`src/rtl/addsub_div_ctrl_pkg.sv`:
```
// Shared definitions for the sequential restoring divider: default operand
// width, controller state encoding and the iteration counter width.
package addsub_div_ctrl_pkg;

    // Default operand / result width; the divider runs one iteration per bit.
    localparam int DEF_WIDTH = 4;

    // State encodings, kept as named constants so they can be compared in
    // waveforms and reused by anything that decodes the state register.
    localparam logic [1:0] ST_IDLE = 2'd0;
    localparam logic [1:0] ST_ITER = 2'd1;
    localparam logic [1:0] ST_DONE = 2'd2;

    typedef enum logic [1:0] {
        IDLE = ST_IDLE,
        ITER = ST_ITER,
        DONE = ST_DONE
    } state_e;

    // Counter width for an iteration count of w; never narrower than one bit
    // so a degenerate width still yields a legal register.
    function automatic int cnt_width(input int w);
        return (w > 1) ? $clog2(w) : 1;
    endfunction

    localparam int DEF_CNT_W = cnt_width(DEF_WIDTH);

endpackage

```
`src/rtl/addsub_div_ctrl_addsub_rca.sv`:
```
// Ripple-carry adder/subtractor. With sub=1 it forms a + ~b + 1, so cout is
// the "no borrow" flag of an unsigned a - b.
module addsub_rca #(
    parameter int WIDTH = 4
) (
    input  logic [WIDTH-1:0] a,
    input  logic [WIDTH-1:0] b,
    input  logic             sub,
    output logic [WIDTH-1:0] s,
    output logic             cout
);

    logic [WIDTH-1:0] bx;
    logic             carry;

    // Bit-serial ripple: the carry-in of bit 0 is the subtract flag itself.
    always_comb begin
        bx    = b ^ {WIDTH{sub}};
        carry = sub;
        s     = '0;
        for (int i = 0; i < WIDTH; i++) begin
            s[i]  = a[i] ^ bx[i] ^ carry;
            carry = (a[i] & bx[i]) | (carry & (a[i] ^ bx[i]));
        end
        cout = carry;
    end

endmodule

```
`src/rtl/addsub_div_ctrl.sv`:
```
// Sequential unsigned restoring divider. One shared adder/subtractor does a
// single trial subtraction per clock; this controller owns load, shift,
// restore, counting and result presentation.
module addsub_div_ctrl
    import addsub_div_ctrl_pkg::*;
#(
    parameter int WIDTH = DEF_WIDTH
) (
    input  logic             clk,
    input  logic             rst_n,
    input  logic             start,
    input  logic [WIDTH-1:0] dividend,
    input  logic [WIDTH-1:0] divisor,
    output logic             busy,
    output logic             done,
    output logic [WIDTH-1:0] quotient,
    output logic [WIDTH-1:0] remainder,
    output logic             div_by_zero
);

    localparam int CW = cnt_width(WIDTH);

    state_e           state_q;
    logic [WIDTH-1:0] d_q;
    logic [WIDTH-1:0] q_q;
    logic [WIDTH-1:0] r_q;
    logic [CW-1:0]    cnt_q;
    logic             dz_q;
    logic             busy_q;
    logic             done_q;
    logic [WIDTH-1:0] quot_q;
    logic [WIDTH-1:0] rem_q;
    logic             dbz_q;

    logic [WIDTH:0]   trial_d;
    logic [WIDTH-1:0] diff_d;
    logic             cout_d;
    logic             ge_d;
    logic [WIDTH-1:0] r_step_d;
    logic [WIDTH-1:0] q_step_d;

    // The only arithmetic in the block: trial subtraction of the divisor
    // from the low bits of the shifted partial remainder.
    addsub_rca #(
        .WIDTH (WIDTH)
    ) u_addsub (
        .a    (trial_d[WIDTH-1:0]),
        .b    (d_q),
        .sub  (1'b1),
        .s    (diff_d),
        .cout (cout_d)
    );

    // One restoring step: shift the next dividend bit into the remainder,
    // keep the difference if it did not borrow, and shift the quotient bit in.
    // The extra top bit of the trial value covers remainders that overflow
    // WIDTH bits after the shift; in that case the subtraction always fits.
    always_comb begin
        trial_d  = {r_q, q_q[WIDTH-1]};
        ge_d     = trial_d[WIDTH] | cout_d;
        r_step_d = ge_d ? diff_d : trial_d[WIDTH-1:0];
        q_step_d = {q_q[WIDTH-2:0], ge_d};
    end

    // Controller and datapath registers. A zero divisor still spends one
    // cycle in ITER (with the datapath frozen) so that its done pulse lands
    // one edge after acceptance; the dividend parked in q_q becomes the
    // remainder. Results are loaded on the edge into DONE so they are valid
    // while done is high and stay put until the next accepted start.
    always_ff @(posedge clk or negedge rst_n) begin
        if (!rst_n) begin
            state_q <= IDLE;
            d_q     <= '0;
            q_q     <= '0;
            r_q     <= '0;
            cnt_q   <= '0;
            dz_q    <= 1'b0;
            busy_q  <= 1'b0;
            done_q  <= 1'b0;
            quot_q  <= '0;
            rem_q   <= '0;
            dbz_q   <= 1'b0;
        end else begin
            done_q <= 1'b0;
            case (state_q)
                IDLE: begin
                    if (start) begin
                        d_q     <= divisor;
                        q_q     <= dividend;
                        r_q     <= '0;
                        dbz_q   <= 1'b0;
                        busy_q  <= 1'b1;
                        state_q <= ITER;
                        if (divisor == '0) begin
                            dz_q  <= 1'b1;
                            cnt_q <= '0;
                        end else begin
                            dz_q  <= 1'b0;
                            cnt_q <= CW'(WIDTH - 1);
                        end
                    end
                end
                ITER: begin
                    if (!dz_q) begin
                        r_q <= r_step_d;
                        q_q <= q_step_d;
                    end
                    if (cnt_q == '0) begin
                        state_q <= DONE;
                        done_q  <= 1'b1;
                        if (dz_q) begin
                            quot_q <= '1;
                            rem_q  <= q_q;
                            dbz_q  <= 1'b1;
                        end else begin
                            quot_q <= q_step_d;
                            rem_q  <= r_step_d;
                        end
                    end else begin
                        cnt_q <= cnt_q - CW'(1);
                    end
                end
                DONE: begin
                    busy_q  <= 1'b0;
                    state_q <= IDLE;
                end
                default: begin
                    busy_q  <= 1'b0;
                    state_q <= IDLE;
                end
            endcase
        end
    end

    assign busy        = busy_q;
    assign done        = done_q;
    assign quotient    = quot_q;
    assign remainder   = rem_q;
    assign div_by_zero = dbz_q;

endmodule

```
`config.mk`:
```
export PLATFORM = sky130hd
export DESIGN_NAME = addsub_div_ctrl
export DESIGN_NICKNAME = d
export VERILOG_FILES = /design/src/rtl/addsub_div_ctrl_pkg.sv /design/src/rtl/addsub_div_ctrl_addsub_rca.sv /design/src/rtl/addsub_div_ctrl.sv
export SDC_FILE = /design/constraint.sdc
export NUM_CORES = 1
export LEC_CHECK = 0
export ABC_AREA = 1
export BUFFER_PORTS_ARGS = -buffer_cell sky130_fd_sc_hd__buf_2
export CORE_MARGIN = 2
export CORE_UTILIZATION = 50
export CTS_CLUSTER_DIAMETER = 150
export DETAILED_ROUTE_END_ITERATION = 10
export PLACE_DENSITY_LB_ADDON = 0.08
export SKIP_LAST_GASP = 1
export SYNTH_ARGS = -nofsm -noshare
export SYNTH_HDL_FRONTEND = slang
export SYNTH_SLANG_ARGS = --single-unit
export TNS_END_PERCENT = 1
```
`constraint.sdc`:
```
create_clock -name clk -period 5.8 [get_ports clk]
set_input_delay 1.16 -clock clk [delete_from_list [all_inputs] [get_ports clk]]
set_output_delay 1.16 -clock clk [all_outputs]
set_load 0.01 [all_outputs]
```
# == Yosys cells after proc, flatten, opt, wreduce, memory -nomap -nowiden ==
# Cells that the tools add are included.
# word_totals
wordCells,76
input_bits,11
reg_bits,28
output_inout_bits,11
# classes
reduce_logical,11
n_bitwise,22
n_mux,25
n_addsub,1
eq_ne,6
# ops
cell,count
$mux W4,7
$pmux W4 S2,2
$mux W2,5
$ne A2 B2 Y1 const B,5
$pmux W2 S2,2
$reduce_and A2 Y1,4
$and A1 B1 Y1,7
$mux W1,7
$xor A1 B1 Y1,7
$reduce_and A3 Y1,2
$or A1 B1 Y1,5
$logic_not A2 Y1,2
$logic_not A4 Y1,1
$not A4 Y4,1
$pmux W1 S2,2
$reduce_and A4 Y1,1
$eq A2 B1 Y1 const B,1
$not A1 Y1,2
$reduce_bool A2 Y1,1
$sub A2 B1 Y2 const B,1

# == Longest topological paths before layout ==
# logic_depth
word_depth,13
depth_mapped,12
mapped_depth_nobuf,12

# == Hierarchy ==
# A second synthesis with hierarchy kept.
# hier_totals
hier_cells,203
area_unflattened_um2,1501.4
# by_module_without_submodules
mod,n_inst,area_each_um2,seq_area_each_um2,cells_per_inst
addsub_div_ctrl,1,1347.5,700.7,175
addsub_rca,1,153.9,0.0,28

# == Least setup slack after synthesis ==
# OpenSTA, ideal clock, no wires.
# synth_path
kind,register to register
from,register q_q[3]
to,register r_q[0]
setup_time_ns,0.076
period_less_slack_ns,2.063
arrival_time_ns,1.987
path_buffers,0
stages_incl_launch_ff,13
required_time_ns,5.724
path_slack_ns,3.737
path_cell_list,dfrtp_1 > inv_1 > ha_1 > fa_1 > inv_1 > fa_1 > inv_1 > fa_1 > nand2_1 > nand2_1 > nand2_1 > nand2_1 > o21ai_1
# synth_between
elab_chain_cells,12
elab_cells_between_ends,14
cone_classes,mux (3); bitwise (11)
# synth_rtl
item,line,source
from (decl),addsub_div_ctrl.sv:25,logic [WIDTH-1:0] q_q;
from (signal assigned),addsub_div_ctrl.sv:89,q_q <= dividend;
from (signal assigned),addsub_div_ctrl.sv:106,q_q <= q_step_d;
$and A1 B1 Y1 / $xor A1 B1 Y1 (equally long branches),"addsub_div_ctrl_addsub_rca.sv:23, addsub_div_ctrl_addsub_rca.sv:22",
$or A1 B1 Y1,addsub_div_ctrl_addsub_rca.sv:23,carry = (a[i] & bx[i]) | (carry & (a[i] ^ bx[i]));
$and A1 B1 Y1,addsub_div_ctrl_addsub_rca.sv:23,
$or A1 B1 Y1,addsub_div_ctrl_addsub_rca.sv:23,
$and A1 B1 Y1,addsub_div_ctrl_addsub_rca.sv:23,
$or A1 B1 Y1,addsub_div_ctrl_addsub_rca.sv:23,
$and A1 B1 Y1,addsub_div_ctrl_addsub_rca.sv:23,
$or A1 B1 Y1,addsub_div_ctrl_addsub_rca.sv:23,
$or A1 B1 Y1,addsub_div_ctrl.sv:60,ge_d = trial_d[WIDTH] | cout_d;
$mux W4 *,addsub_div_ctrl.sv:61,r_step_d = ge_d ? diff_d : trial_d[WIDTH-1:0];
$mux W4 *,addsub_div_ctrl.sv:104,if (!dz_q) begin
$pmux W4 S2 *,addsub_div_ctrl.sv:85,case (state_q)
to (signal assigned),addsub_div_ctrl.sv:105,r_q <= r_step_d;
to (decl),addsub_div_ctrl.sv:26,logic [WIDTH-1:0] r_q;
# Mark *: on every way between the ends. The rest lies on a longest branch, timed or not. The select of a mux whose other input is x is not followed.
# A chain may end at the register's enable or synchronous reset.

# == Final worst setup path ==
# Same ends and word-level chain as after synthesis.

==> results.sh <==
export IMPL_synth_top_area_share_pct=50.59
export IMPL_synth_area_leader_cell="dfrtp_1"
export IMPL_syn_num_nets=192
export IMPL_grt_pass1_vias=1105
export IMPL_final_common_cell="nand2_1"
export IMPL_r2r_setup_slack_ps=3430
export IMPL_rr_worst_depth=12
export IMPL_row_count=19
export IMPL_grt_max_degree=29
export IMPL_crit_path_end_kind="register"
export IMPL_ir_drop_mv=0.3445
export IMPL_dp_hpwl_mm=2.112
export IMPL_fillers=263
export IMPL_globalplace_congestion=0.9028
export IMPL_setup_ws_ps=3425
export IMPL_syn_area_um2=1385
export IMPL_max_freq_mhz=421.1
export IMPL_design_area_um2=1534
export IMPL_final_util_pct=57.10
export IMPL_synth_cell_type_count=18
export IMPL_antenna_found_initial=0
export IMPL_worstReg2RegEnd="r_q[0]$_DFFE_PN0P_"
export IMPL_combPwrFrac_pct=53.4
export IMPL_dr_pass1_iters=6
export IMPL_cts_repair_resized=0
export IMPL_pwr_share_clk_pct=8.9
export IMPL_switching_power_uw=425.8
export IMPL_post_cts_repair_setup_buffers=0
export IMPL_arrival_ps=2630
export IMPL_worstMarginPinSlew_ps=615.1
export IMPL_h_tree_depth=1
export IMPL_initial_utilization_pct=51.56
export IMPL_port_buffers=21
export IMPL_hp_class="register to register"
export IMPL_syn_area_per_cell_um2=7.870
export IMPL_die_w_um=56.63
export IMPL_vias=1116
export IMPL_core_um2=2686
export IMPL_report_final_slew_viol_count=0
export IMPL_hp_start="div_by_zero$_DFFE_PN0P_"
export IMPL_clkSinkCount=28
export IMPL_p_per_area_nw_per_um2=589.9
export IMPL_track_usage_pct=19.81
export IMPL_hold_end="div_by_zero$_DFFE_PN0P_"
export IMPL_rsz0062_at_grt="false"
export IMPL_ys_seq_area_share_pct=50.59
export IMPL_leakagePower_nw=0.8820
export IMPL_drive_gt1_share_pct=16.75
export IMPL_finalClockSkew_ps=3.926
export IMPL_first_iter_violations=37
export IMPL_routed_wl_mm=2.773
export IMPL_cp_start_kind="register"
export IMPL_ctsHoldBuffers=0
export IMPL_outcome="finished clean"
export IMPL_syn2layout_area_growth_pct=10.75
export IMPL_ys_ff_latch=28
export IMPL_min_period_ps=2375
export IMPL_finalHoldViolCount=0
export IMPL_seqPwrFrac_pct=37.7
export IMPL_detail_route_wl_per_cell_um=12.16
export IMPL_whs_ps=493.2
export IMPL_slew_headroom_pct=59.00
export IMPL_final_cell_mix="83 x nand2_1, 28 x dfrtp_1, 21 x buf_2"
export IMPL_final_antenna_net_count=0
export IMPL_yosys_warnings=0
export IMPL_drc=0
export IMPL_worstReg2RegStart="q_q[3]$_DFFE_PN0P_"
export IMPL_finalNonFillerCells=228
export IMPL_overflow=0
export IMPL_antenna_cells=0
export IMPL_dp_slack_ps=3451
export IMPL_synthCells=176
export IMPL_vias_per_cell=4.895
export IMPL_ios=22
export IMPL_worstSkewPairLatency_ps=330
export IMPL_synth_area_top_cells="dfrtp_1 51%, nand2_1 22%, inv_1 4.9%"
export IMPL_ctsLongestPathBuffers=2
export IMPL_cts_tree="done"
export IMPL_total_power_uw=904.8
export IMPL_holdPathStages=2
export IMPL_dpl_cell_area_um2=1511
export IMPL_cp_required_ps=6060
export IMPL_die_height_um=56.63
export IMPL_numCtsBuffers=3
export IMPL_cts_clk_slew_worst_paths_ps=150
export IMPL_fin_crit_sh_pct=40.94
export IMPL_setup_violations=0
export IMPL_internal_power_uw=479.1
export IMPL_switching_share_pct=47.06
export IMPL_clock_root_buffer="clkbuf_4"
export IMPL_max_cap_viol_count=0
export IMPL_nNetsFinal=215
export IMPL_die_area_um2=3207
export IMPL_crit_path_max_fanout=6
export IMPL_dp_cells=225
export IMPL_grt_first_pass_wirelength_mm=4.981
export IMPL_critPathKind="register to register"
export IMPL_setup_tns_ps=0
## flip-flops by register name, summed over array words and instances (netlist names)
register     cells
dz_q             1
q_q              4
r_q              4
remainder        4
done             1
div_by_zero      1
state_q          2
quotient         4
busy             1
cnt_q            2
d_q              4
## metal layers
metal | up-vias | track usage (%) | routed length, um
met2 | 22 | 32.56 | 1277
met4 | 0 | 6.122 | 43
met1 | 509 | 27.40 | 1363
li1 | 580 | - | -
met5 | - | 0 | 0
met3 | 5 | 2.304 | 89
## cell usage after synthesis
| cell type | number |
|---|---|
| ha_1 | 2 |
| dfrtp_1 | 28 |
| inv_2 | 3 |
| o21ai_1 | 7 |
| o21ai_2 | 1 |
| fa_1 | 3 |
| nor2_1 | 8 |
| nor2_4 | 1 |
| buf_4 | 1 |
| o21ai_0 | 3 |
| inv_1 | 18 |
| o21a_1 | 1 |
| nand2_2 | 1 |
| nand3_1 | 11 |
| nand2_1 | 83 |
| nand3_2 | 1 |
| nor2_2 | 2 |
| buf_2 | 2 |
## worst max-delay path, stage by stage, from the launching register on
cell and delay [ps]:
dfrtp_1 430, inv_1 70, ha_1 190, fa_1 350, inv_1 70, fa_1 160, inv_1 50, fa_1 450
nand2_1 200, nand2_1 80, nand2_1 90, nand2_1 50, o21ai_1 90
## logic make-up after synthesis
family,Yosys count,share of synthesized area [%]
AOI/OAI and AO/OA,12,4.787
adders and majority gates,5,6.143
buffers and inverters,24,6.956
DFF,28,50.59
and+or+nand+nor,107,31.53
## area by class of cell
class                           instances  area (um2)  area share, %
Sequential cell                        28       700.7          45.68
Multi-Input combinational cell        124       588.1          38.34
Timing Repair Buffer                   21       105.1          6.852
Inverter                               21       78.83          5.139
Tap cell                               31       38.79          2.529
Clock buffer                            3       22.52          1.468
## how the worst max path moves through the flow
stage / from / to / slack, ps / cells past startpoint
floorplan: q_q[3]$_DFFE_PN0P_ / r_q[0]$_DFFE_PN0P_ / 3740 / 12
global placement: q_q[3]$_DFFE_PN0P_ / r_q[0]$_DFFE_PN0P_ / 3560 / 12
detailed placement: q_q[3]$_DFFE_PN0P_ / r_q[0]$_DFFE_PN0P_ / 3450 / 12
CTS: q_q[3]$_DFFE_PN0P_ / r_q[0]$_DFFE_PN0P_ / 3420 / 12
global route: q_q[3]$_DFFE_PN0P_ / r_q[3]$_DFFE_PN0P_ / 3190 / 12
finish: q_q[3]$_DFFE_PN0P_ / r_q[0]$_DFFE_PN0P_ / 3430 / 12
## power groups by stage
stage | Combinational, mW | Sequential [mW] | Clock [mW]
floorplan | 0.353 | 0.349 | 0
global placement | 0.476 | 0.345 | 0
detailed placement | 0.485 | 0.346 | 0
CTS | 0.489 | 0.342 | 0.0834
global route | 0.575 | 0.353 | 0.0894
finish | 0.483 | 0.342 | 0.0806
Note: power is estimated with default switching activity, not from simulation.
